`config.mk`:
```
export PLATFORM = sky130hd
export DESIGN_NAME = uart_encoder
export DESIGN_NICKNAME = d
export VERILOG_FILES = /design/src/rtl/uart_pkg.sv /design/src/rtl/uart_word_fifo.sv /design/src/rtl/uart_encoder.sv
export SDC_FILE = /design/constraint.sdc
export NUM_CORES = 1
export LEC_CHECK = 0
export CAP_MARGIN = 20
export CORE_MARGIN = 2
export CORE_UTILIZATION = 35
export CTS_CLUSTER_DIAMETER = 150
export DETAILED_ROUTE_END_ITERATION = 8
export PLACE_DENSITY = 0.63
export SKIP_CTS_REPAIR_TIMING = 1
export SYNTH_ARGS = -nofsm -noshare
export SYNTH_HDL_FRONTEND = slang
export SYNTH_HIERARCHICAL = 1
export SYNTH_SLANG_ARGS = --single-unit
```
`constraint.sdc`:
```
create_clock -name clk -period 4.3 [get_ports clk]
set_input_delay 0.86 -clock clk [delete_from_list [all_inputs] [get_ports clk]]
set_output_delay 0.86 -clock clk [all_outputs]
set_load 0.05 [all_outputs]
```
`src/rtl/uart_pkg.sv`:
```
// uart_pkg
//   Definitions shared by the UART instruction-word encoder and decoder:
//   byte/word widths, the encoder FSM state type, and the byte-address
//   increment applied per completed word.
//   Optional feature macro: UART_ENCODER_CHECKSUM_EN adds the S_CHECK state.
package uart_pkg;

    localparam int UART_BYTE_W = 8;
    localparam int UART_WORD_W = 16;

    // One 16-bit word spans two byte addresses on both sides of the link.
    localparam logic [31:0] UART_ADDR_INC = 32'd2;

    typedef enum logic [1:0] {
        S_IDLE  = 2'd0,
        S_BYTE0 = 2'd1,
        S_BYTE1 = 2'd2
`ifdef UART_ENCODER_CHECKSUM_EN
        ,
        S_CHECK = 2'd3
`endif
    } enc_state_e;

endpackage

```
`src/rtl/uart_word_fifo.sv`:
```
// uart_word_fifo
//   Synchronous word FIFO with registered occupancy count.
//   Ports:
//     clk, reset_n    clock, synchronous active-low reset
//     push, push_data write request / data (ignored when full)
//     pop             read request (ignored when empty); advances head
//     head_data       word at the head of the FIFO
//     count           words currently stored (0..FIFO_DEPTH)
//     full, empty     derived from the registered count
module uart_word_fifo
    import uart_pkg::*;
#(
    parameter int FIFO_DEPTH = 4,
    parameter int WIDTH      = UART_WORD_W
) (
    input  logic                          clk,
    input  logic                          reset_n,
    input  logic                          push,
    input  logic [WIDTH-1:0]              push_data,
    input  logic                          pop,
    output logic [WIDTH-1:0]              head_data,
    output logic [$clog2(FIFO_DEPTH):0]   count,
    output logic                          full,
    output logic                          empty
);

    localparam int AW = $clog2(FIFO_DEPTH);
    localparam int CW = AW + 1;
    localparam logic [CW-1:0] FULL_CNT = CW'(FIFO_DEPTH);

    logic [WIDTH-1:0] r_mem [FIFO_DEPTH];
    logic [AW-1:0]    r_wr_ptr;
    logic [AW-1:0]    r_rd_ptr;
    logic [CW-1:0]    r_count;

    logic w_push;
    logic w_pop;

    // Full refuses a push even when a pop happens in the same cycle.
    assign w_push = push && !full;
    assign w_pop  = pop && !empty;

    assign full      = (r_count == FULL_CNT);
    assign empty     = (r_count == '0);
    assign count     = r_count;
    assign head_data = r_mem[r_rd_ptr];

    always_ff @(posedge clk) begin
        if (w_push) begin
            r_mem[r_wr_ptr] <= push_data;
        end
    end

    // Depth is a power of two, so the pointers wrap naturally.
    always_ff @(posedge clk) begin
        if (!reset_n) begin
            r_wr_ptr <= '0;
            r_rd_ptr <= '0;
            r_count  <= '0;
        end else begin
            if (w_push) begin
                r_wr_ptr <= r_wr_ptr + 1'b1;
            end
            if (w_pop) begin
                r_rd_ptr <= r_rd_ptr + 1'b1;
            end
            case ({w_push, w_pop})
                2'b10:   r_count <= r_count + 1'b1;
                2'b01:   r_count <= r_count - 1'b1;
                default: r_count <= r_count;
            endcase
        end
    end

endmodule

```
`src/rtl/uart_encoder.sv`:
```
// uart_encoder
//   Buffers 16-bit instruction words and serialises each one, low byte
//   first, onto a byte-wide valid/ready stream for the UART transmitter.
//   Tracks the byte address of the next word to be sent.
//   Optional feature macro: UART_ENCODER_CHECKSUM_EN appends a third byte
//   (low ^ high) to every word; word completion then happens on that byte.
//   Ports:
//     clk, reset_n      clock, synchronous active-low reset
//     word_valid        producer offers instruction_word
//     instruction_word  word to send
//     word_ready        FIFO can accept a word
//     io_tx_data        byte to the UART TX
//     io_tx_valid       io_tx_data valid
//     io_tx_ready       UART TX accepts the byte this cycle
//     byte_address      address of the next word to be sent (+2 per word)
//     fifo_count        words currently buffered
//     busy              FIFO non-empty or a word in flight
//
//   state   | meaning
//   S_IDLE  | nothing in flight; pops the FIFO head when available
//   S_BYTE0 | presenting hold[7:0]
//   S_BYTE1 | presenting hold[15:8]
//   S_CHECK | presenting hold[7:0] ^ hold[15:8] (checksum build only)
module uart_encoder
    import uart_pkg::*;
#(
    parameter int FIFO_DEPTH = 4
) (
    input  logic                         clk,
    input  logic                         reset_n,
    input  logic                         word_valid,
    input  logic [UART_WORD_W-1:0]       instruction_word,
    output logic                         word_ready,
    output logic [UART_BYTE_W-1:0]       io_tx_data,
    output logic                         io_tx_valid,
    input  logic                         io_tx_ready,
    output logic [31:0]                  byte_address,
    output logic [$clog2(FIFO_DEPTH):0]  fifo_count,
    output logic                         busy
);

    enc_state_e               r_state;
    enc_state_e               w_next_state;
    logic [UART_WORD_W-1:0]   r_hold;
    logic [31:0]              r_byte_address;

    logic                     w_pop;
    logic                     w_word_done;
    logic [UART_WORD_W-1:0]   w_head_data;
    logic [$clog2(FIFO_DEPTH):0] w_count;
    logic                     w_full;
    logic                     w_empty;

    uart_word_fifo #(
        .FIFO_DEPTH (FIFO_DEPTH),
        .WIDTH      (UART_WORD_W)
    ) u_fifo (
        .clk       (clk),
        .reset_n   (reset_n),
        .push      (word_valid),
        .push_data (instruction_word),
        .pop       (w_pop),
        .head_data (w_head_data),
        .count     (w_count),
        .full      (w_full),
        .empty     (w_empty)
    );

    always_ff @(posedge clk) begin
        if (!reset_n) begin
            r_state        <= S_IDLE;
            r_hold         <= '0;
            r_byte_address <= '0;
        end else begin
            r_state <= w_next_state;
            if (w_pop) begin
                r_hold <= w_head_data;
            end
            if (w_word_done) begin
                r_byte_address <= r_byte_address + UART_ADDR_INC;
            end
        end
    end

    always_comb begin
        w_next_state = r_state;
        w_pop        = 1'b0;
        w_word_done  = 1'b0;
        case (r_state)
            S_IDLE: begin
                if (!w_empty) begin
                    w_pop        = 1'b1;
                    w_next_state = S_BYTE0;
                end
            end
            S_BYTE0: begin
                if (io_tx_ready) begin
                    w_next_state = S_BYTE1;
                end
            end
            S_BYTE1: begin
                if (io_tx_ready) begin
`ifdef UART_ENCODER_CHECKSUM_EN
                    w_next_state = S_CHECK;
`else
                    w_word_done  = 1'b1;
`endif
                end
            end
`ifdef UART_ENCODER_CHECKSUM_EN
            S_CHECK: begin
                if (io_tx_ready) begin
                    w_word_done = 1'b1;
                end
            end
`endif
            default: begin
                w_next_state = S_IDLE;
            end
        endcase

        // Chain straight into the next buffered word so the stream has no bubble.
        if (w_word_done) begin
            if (!w_empty) begin
                w_pop        = 1'b1;
                w_next_state = S_BYTE0;
            end else begin
                w_next_state = S_IDLE;
            end
        end
    end

    // Outputs depend only on registered state, holding register and count.
    always_comb begin
        io_tx_data = '0;
        case (r_state)
            S_BYTE0: io_tx_data = r_hold[7:0];
            S_BYTE1: io_tx_data = r_hold[15:8];
`ifdef UART_ENCODER_CHECKSUM_EN
            S_CHECK: io_tx_data = r_hold[7:0] ^ r_hold[15:8];
`endif
            default: io_tx_data = '0;
        endcase
    end

    assign io_tx_valid  = (r_state != S_IDLE);
    assign word_ready   = !w_full;
    assign fifo_count   = w_count;
    assign byte_address = r_byte_address;
    assign busy         = (w_count != '0) || (r_state != S_IDLE);

endmodule
```
==> summary.md, run 1 <==
| Metric | Value |
|---|---|
| Status | `finished, final reports clean` |
| Post-synth EDFFs | `between 60 and 70` |
| CP max FO | `14` |
| Comb power frac | `0.244` |
| Placed Cells | `652` |
| Final hold violations | `0` |
| Setup TNS | `0 ns` |
| Final setup violation count | `0` |
| Residual DRC | `0` |
| Vias per std cell | `5.21` |
| Clock-pin transition on the worst setup and hold timing paths | `approximately 0.050 ns` |
| Hold Path Origin | `r_hold[0]$_SDFFE_PN0P_` |
| CTS tree | `built` |
| Max Root-Sink Buffers | `2` |
| Area leader, netlist | `edfxtp_1` |
| Leakage | `0.00214 uW` |
| Total grt overflow | `0` |
| Cell Area, Synth | `5260 um^2` |
| CTS buffer count | `17` |
| Global Route met2 Usage | `0.232` |
| Primary FF master, synth | `edfxtp_1` |
| Cell Count, Final, Fillers Out | `roughly 680` |
| Multi-input combinational cell area | `2000 um^2` |
| Post-synth top area share | `0.365` |
| Final Wtd Congestion | `around 0.74` |
| Required time of the critical path | `3.44 ns` |
| Drt pass-1 iters | `4` |
| Post-route ant nets | `0` |
| Total number of vias | `3563` |
| Layout Skew | `about 0.0076 ns` |
| Clock group share of total power | `0.369` |
| Syn_nets | `457` |
| Clk root buf | `clkbuf_16` |
| Worst hold path type | `reg -> reg` |
| Yosys Warn Count | `6` |
| P_sw | `1140 uW` |
| Kind of critical path | `reg -> out` |
| Iter 0 DRT Violations | `between 300 and 400` |
| Post-synth ARST share | `0` |
| RSZ-0062 raised after global routing | `no` |
| # clock sinks | `about 120` |
| Switching power share of the total | `0.301` |
| Most frequent cells after synthesis | `edfxtp_1 (64), dfxtp_1 (58), nand2_1 (50)` |
| Filler cells | `1331` |
| Drt wl/cell | `15.9 um` |
| Crit path launch | `r_state[0]$_SDFFE_PN0P_` |
| Nets@finish | `519` |
| Critical path arrival | `2.67 ns` |
| Core area | `about 15000 um^2` |
| FMAX | `~0.28 GHz` |
| Top cells by area, synth | `edfxtp_1 (37%), dfxtp_1 (22%), mux4_2 (6.8%)` |
| IO Pins | `66` |
| Share of layout cells above drive strength 1 | `0.102` |
| Measured slew at the worst slew-check pin | `0.998 ns` |
| Gr usage total | `0.143` |
| DIE HEIGHT | `127 um` |
| Max IR drop VDD | `roughly 0.00037 V` |
| CTS H-tree lvls | `4` |
| Sequential share of power | `0.387` |
| Synth Register Bits | `122` |
| Yosys cell types | `47` |
| Reg2reg start | `r_state[0]$_SDFFE_PN0P_` |
| Sequential element share of the synthesized area | `0.586` |
| Diodes inserted | `0` |
| FF+latch area | `about 3000 um^2` |
| Row count | `44` |
| Power density over cell area | `approximately 570 nW/um^2` |
| Initial antenna violation count | `0` |
| Post-Syn Instances | `425` |
| DRT Wirelength | `10.9 mm` |
| Setup crit start kind | `flip-flop` |
| IO buf count | `64` |
| Starting Density | `0.361` |
| DP Wirelength | `6.83 mm` |
| GRT busiest layer | `met2` |
| Syn_area_per_cell | `12.4 um^2` |
| Max cap viols | `0` |
| Die width | `approximately 130 um` |
| Layout area overhead | `25.6%` |
| Max transition margin | `0.335` |
| GR Util met3 | `0.0384` |
| Crit share post-route | `0.820` |
| Die area | `16000 um^2` |
| Global-route wire length before repair | `17.8 mm` |
| Minimum clock period | `3.53 ns` |
| Vias in the first global route | `between 3000 and 4000` |
| Pin count of the biggest net entering global routing | `61` |
| M1 GR Usage | `0.174` |
| Slew Limit Fails | `0` |
| Most instantiated library cell after synthesis | `edfxtp_1` |
| Critical Path End Type | `primary output` |
| Worst-skew pair later-pin latency | `around 0.42 ns` |
| Pint | `2660 uW` |
[cell families (layout without fill, tap and decap cells)]
family                     after synthesis  count (layout)  synth area share
adders and majority gates               12              12            0.0299
other                                    1               1          0.000712
buffers and inverters                   38             113            0.0345
muxes                                   20              20            0.0761
and+or+nand+nor                        143             143             0.152
xor gates and xnor gates                 8               8            0.0133
DFF                                    122             122             0.586
AOI/OAI and AO/OA                       81              81             0.108
[placed cells by master (no fill, tap or decap), types with 9 or more instances in the layout]
cell type,n
ha_1,11
mux4_2,16
nor2b_1,11
nand2_1,50
nand3_1,9
or3_1,14
inv_1,12
clkdlybuf4s50_1,64
and2_1,15
or4_1,9
a21boi_0,33
dfxtp_1,58
o21ai_0,17
nand4_1,13
edfxtp_1,64
clkbuf_16,17
[metrics by stage]
stage                      util  total power [uW]  setup slack (ns)  hold slack (ns)  area [um^2]
after floorplan               -              2180              1.08            0.443         5260
after global placement    0.413              2400             0.712            0.456         6030
after detailed placement  0.413              2430             0.541            0.457         6030
after CTS                 0.453              3840             0.769            0.464         6610
after global routing      0.453              3990             0.597            0.491         6610
final                     0.453              3800             0.772            0.464         6610
[path summary, 6_finish.rpt]
kind / end / slack (ns) / cells after the start
setup reg to reg: u_fifo/count[2]$_SDFFE_PN0P_ / 0.88 / 12
setup / recovery: io_tx_data[4] / 0.77 / 5
hold / removal: r_hold[0]$_SDFFE_PN0P_ / 0.46 / 2
hold reg to reg: r_hold[0]$_SDFFE_PN0P_ / 0.46 / 2
[power groups by stage]
stage | Clock [uW] | Sequential (uW) | Combinational, uW
2_1_floorplan | 0 | 1510 | 668
3_3_place_gp | 0 | 1490 | 918
3_5_place_dp | 0 | 1490 | 939
4_1_cts | 1430 | 1470 | 944
5_1_grt | 1490 | 1490 | 1020
6_report | 1400 | 1470 | 928
[area by class of cell]
class / count / share of cell area
inverter: 14 / 0.00795
tap: 184 / 0.0348
clock inverter: 14 / 0.0235
clock buffer: 18 / 0.0649
timing repair buffer: 67 / 0.100
multi-input combinational: 265 / 0.302
sequential: 122 / 0.466
[state kept, by name, indices dropped and copies added, names as in the netlist, named ones only]
name	flops
u_fifo/r_wr_ptr	2
byte_address	31
r_hold	16
u_fifo/r_rd_ptr	2
u_fifo/count	3
r_state	2
u_fifo/r_mem	64
[worst max-delay path, cell delays in order, from the launching register on]
cell             delay (ns)
dfxtp_1                0.33
inv_1                  0.13
ha_1                   0.53
a22oi_1                0.17
nor2b_1                0.24
clkdlybuf4s50_1        0.85
[per-layer routing]
layer,routed length (um),share of wire
met1,4830,0.44
met3,567,0.052
met4,138,0.013
met5,0,0
met2,5320,0.49
Note: power is estimated with default switching activity, not from simulation.
==> inputs of run 2 (changes only) <==
--- a/config.mk
+++ b/config.mk
@@ -10,7 +10,7 @@
 export CORE_UTILIZATION = 35
 export CTS_CLUSTER_DIAMETER = 150
 export DETAILED_ROUTE_END_ITERATION = 8
-export PLACE_DENSITY = 0.63
+export PLACE_DENSITY = 0.65
 export SKIP_CTS_REPAIR_TIMING = 1
 export SYNTH_ARGS = -nofsm -noshare
 export SYNTH_HDL_FRONTEND = slang
==> constraint.sdc (replaced) <==
create_clock -name clk -period 3.1 [get_ports clk]
set_input_delay 0.62 -clock clk [delete_from_list [all_inputs] [get_ports clk]]
set_output_delay 0.62 -clock clk [all_outputs]
set_load 0.05 [all_outputs]
==> summary.md, run 2 (synthesis gave the netlist of run 1 again) <==
| Metric | Value |
|---|---|
| Status | `finished, final reports clean` |
| CP bufs+invs | `3 (+1)` |
| Die width | `127 um (unchanged)` |
| Measured slew at the worst slew-check pin | `0.826 ns (-0.172 ns)` |
| Residual DRC | `0 (unchanged)` |
| Leakage | `0.00233 uW (+8.6%)` |
| CTS buffer count | `17 (unchanged)` |
| CTS H-tree lvls | `4 (unchanged)` |
| Reg2reg start | `r_state[0]$_SDFFE_PN0P_` |
| M1 GR Usage | `0.187 (+0.0123)` |
| Nets@finish | `529 (+1.9%)` |
| RSZ-0062 raised after global routing | `no` |
| Max IR drop VDD | `0.000451 V (+22%)` |
| Gr usage total | `0.143 (+0.000489)` |
| Layout Skew | `0.0102 ns (+0.00257 ns)` |
| GRT busiest layer | `met2` |
| Final setup violation count | `0 (unchanged)` |
| Core area | `14600 um^2 (unchanged)` |
| Most frequent cells in the layout | `edfxtp_1 (64), dfxtp_1 (57), clkdlybuf4s50_1 (56), nand2_1 (50), a21boi_0 (33)` |
| DIE HEIGHT | `127 um (unchanged)` |
| Clock-pin transition on the worst setup and hold timing paths | `0.05 ns (about the same)` |
| Setup crit start kind | `flip-flop` |
| Cell Chain, Critical Path | `inv_1 > ha_1 > inv_1 > or4_1 > clkdlybuf4s50_1` |
| Diodes inserted | `0 (unchanged)` |
| CP max FO | `4 (-10)` |
| Row count | `44 (unchanged)` |
| Reg with most FFs | `u_fifo/r_mem` |
| Total number of vias | `3580 (+0.48%)` |
| Most common cell after layout, fill and taps aside | `edfxtp_1` |
| Clk root buf | `clkbuf_16` |
| Total grt overflow | `0 (unchanged)` |
| IO buf count | `64 (unchanged)` |
| Layout area overhead | `27.5%` |
| Placed Cells | `662 (+1.5%)` |
| Fin worst setup slack | `0.153 ns (-0.619 ns)` |
| Slowest-stage cell, CP | `clkdlybuf4s50_1` |
| Max cap viols | `0 (unchanged)` |
| Slew Limit Fails | `0 (unchanged)` |
| Hold Slack | `0.463 ns (-0.000590 ns)` |
| Worst-skew pair later-pin latency | `0.41 ns (about the same)` |
| Pre-CTS setup slack | `0.00325 ns (-0.538 ns)` |
| Hold Path Origin | `r_hold[1]$_SDFFE_PN0P_` |
| Worst hold path type | `reg -> reg` |
| Vias in the first global route | `3553 (+0.99%)` |
| Cell Count, Final, Fillers Out | `694 (+1.5%)` |
| Vias per std cell | `5.16 (-0.97%)` |
| Post-route ant nets | `0 (unchanged)` |
| Final core utilization | `0.460 (+0.00669)` |
| Crit path launch | `r_state[0]$_SDFFE_PN0P_` |
| Global Route met2 Usage | `0.227 (-0.00472)` |
| Die area | `16000 um^2 (unchanged)` |
| Minimum clock period | `2.95 ns` |
| Pin count of the biggest net entering global routing | `61 (unchanged)` |
| Global-route wire length before repair | `18.0 mm (+1.2%)` |
| Final Wtd Congestion | `0.774 (+5.2%)` |
| Required time of the critical path | `2.48 ns (-0.96 ns)` |
| CTS tree | `built` |
| Share of layout cells above drive strength 1 | `0.131 (+0.0294)` |
| Setup TNS | `0 ns (unchanged)` |
| Final hold violations | `0 (unchanged)` |
| Power density over cell area | `792 nW/um^2 (+38%)` |
| Max Root-Sink Buffers | `2 (unchanged)` |
| Drt wl/cell | `15.5 um (-2.2%)` |
| Max transition margin | `0.449 (+0.114)` |
| Starting Density | `0.361 (unchanged)` |
| Drt pass-1 iters | `7 (+3)` |
| Critical path arrival | `2.33 ns (-0.34 ns)` |
| GR Util met3 | `0.0396 (+0.00127)` |
| Kind of critical path | `reg -> out` |
| # clock sinks | `122 (unchanged)` |
| IO Pins | `66 (unchanged)` |
| DP Wirelength | `6.91 mm (+1.2%)` |
| CP peak stage delay | `0.71 ns (-0.14 ns)` |
| FMAX | `0.339 GHz` |
| DRT Wirelength | `10.8 mm (-0.76%)` |
| CP top delay family | `buffers and inverters` |
| Iter 0 DRT Violations | `305 (+1.3%)` |
| Crit share post-route | `0.951` |
| Initial antenna violation count | `0 (unchanged)` |
| Cell repeated most along the worst path | `inv_1` |
| Critical Path End Type | `primary output` |
| Max reg flops | `64 (unchanged)` |
run 2: cell count changes in the layout (fill, tap and decap cells not counted), sizes merged:
cell | previous run | this run
buf | 3 | 14
bufinv | 3 | 2
clkdlybuf4s50 | 64 | 56
clkinv | 9 | 5
dlymetal6s2s | 0 | 7
inv | 13 | 18
run 2: final timing paths:
path                             endpoint  slack [ns]  cells past startpoint
min                r_hold[1]$_SDFFE_PN0P_        0.46                      2
max                                  busy        0.15                      5
max reg2reg  u_fifo/count[2]$_SDFFE_PN0P_        0.50                     12
min reg2reg        r_hold[1]$_SDFFE_PN0P_        0.46                      2
run 2: layer usage:
layer | vias up | share of wire
met2 | 84 | 0.49
met5 | - | 0
met4 | 0 | 0.0026
met3 | 2 | 0.048
met1 | 1769 | 0.46
li1 | 1725 | -
run 2: area by class of cell:
type,count,area [um^2]
fillers,1298,7880
flip-flops and latches,122,3080
multi-input cells,265,2000
repair buffers,77,753
clock buffers,18,429
well taps,184,230
clock inverters,14,161
inverters,14,52.6
run 2: tightest hold or removal path, cell delays in order, from the launching register on:
cell and delay [ns]:
dfxtp_1 0.30, nand2_1 0.04, a21boi_0 0.06
run 2: power by group:
part / internal (uW) / total, uW / switching (uW)
clock network: 1200 / 1950 / 754
registers: 1920 / 2040 / 122
logic: 545 / 1320 / 772
run 2: through the flow:
stage	instance area [um^2]	total power (uW)
after floorplan	5270	3030
after global placement	6100	3370
after detailed placement	6100	3420
after CTS	6690	5380
after global routing	6710	5590
final	6710	5320
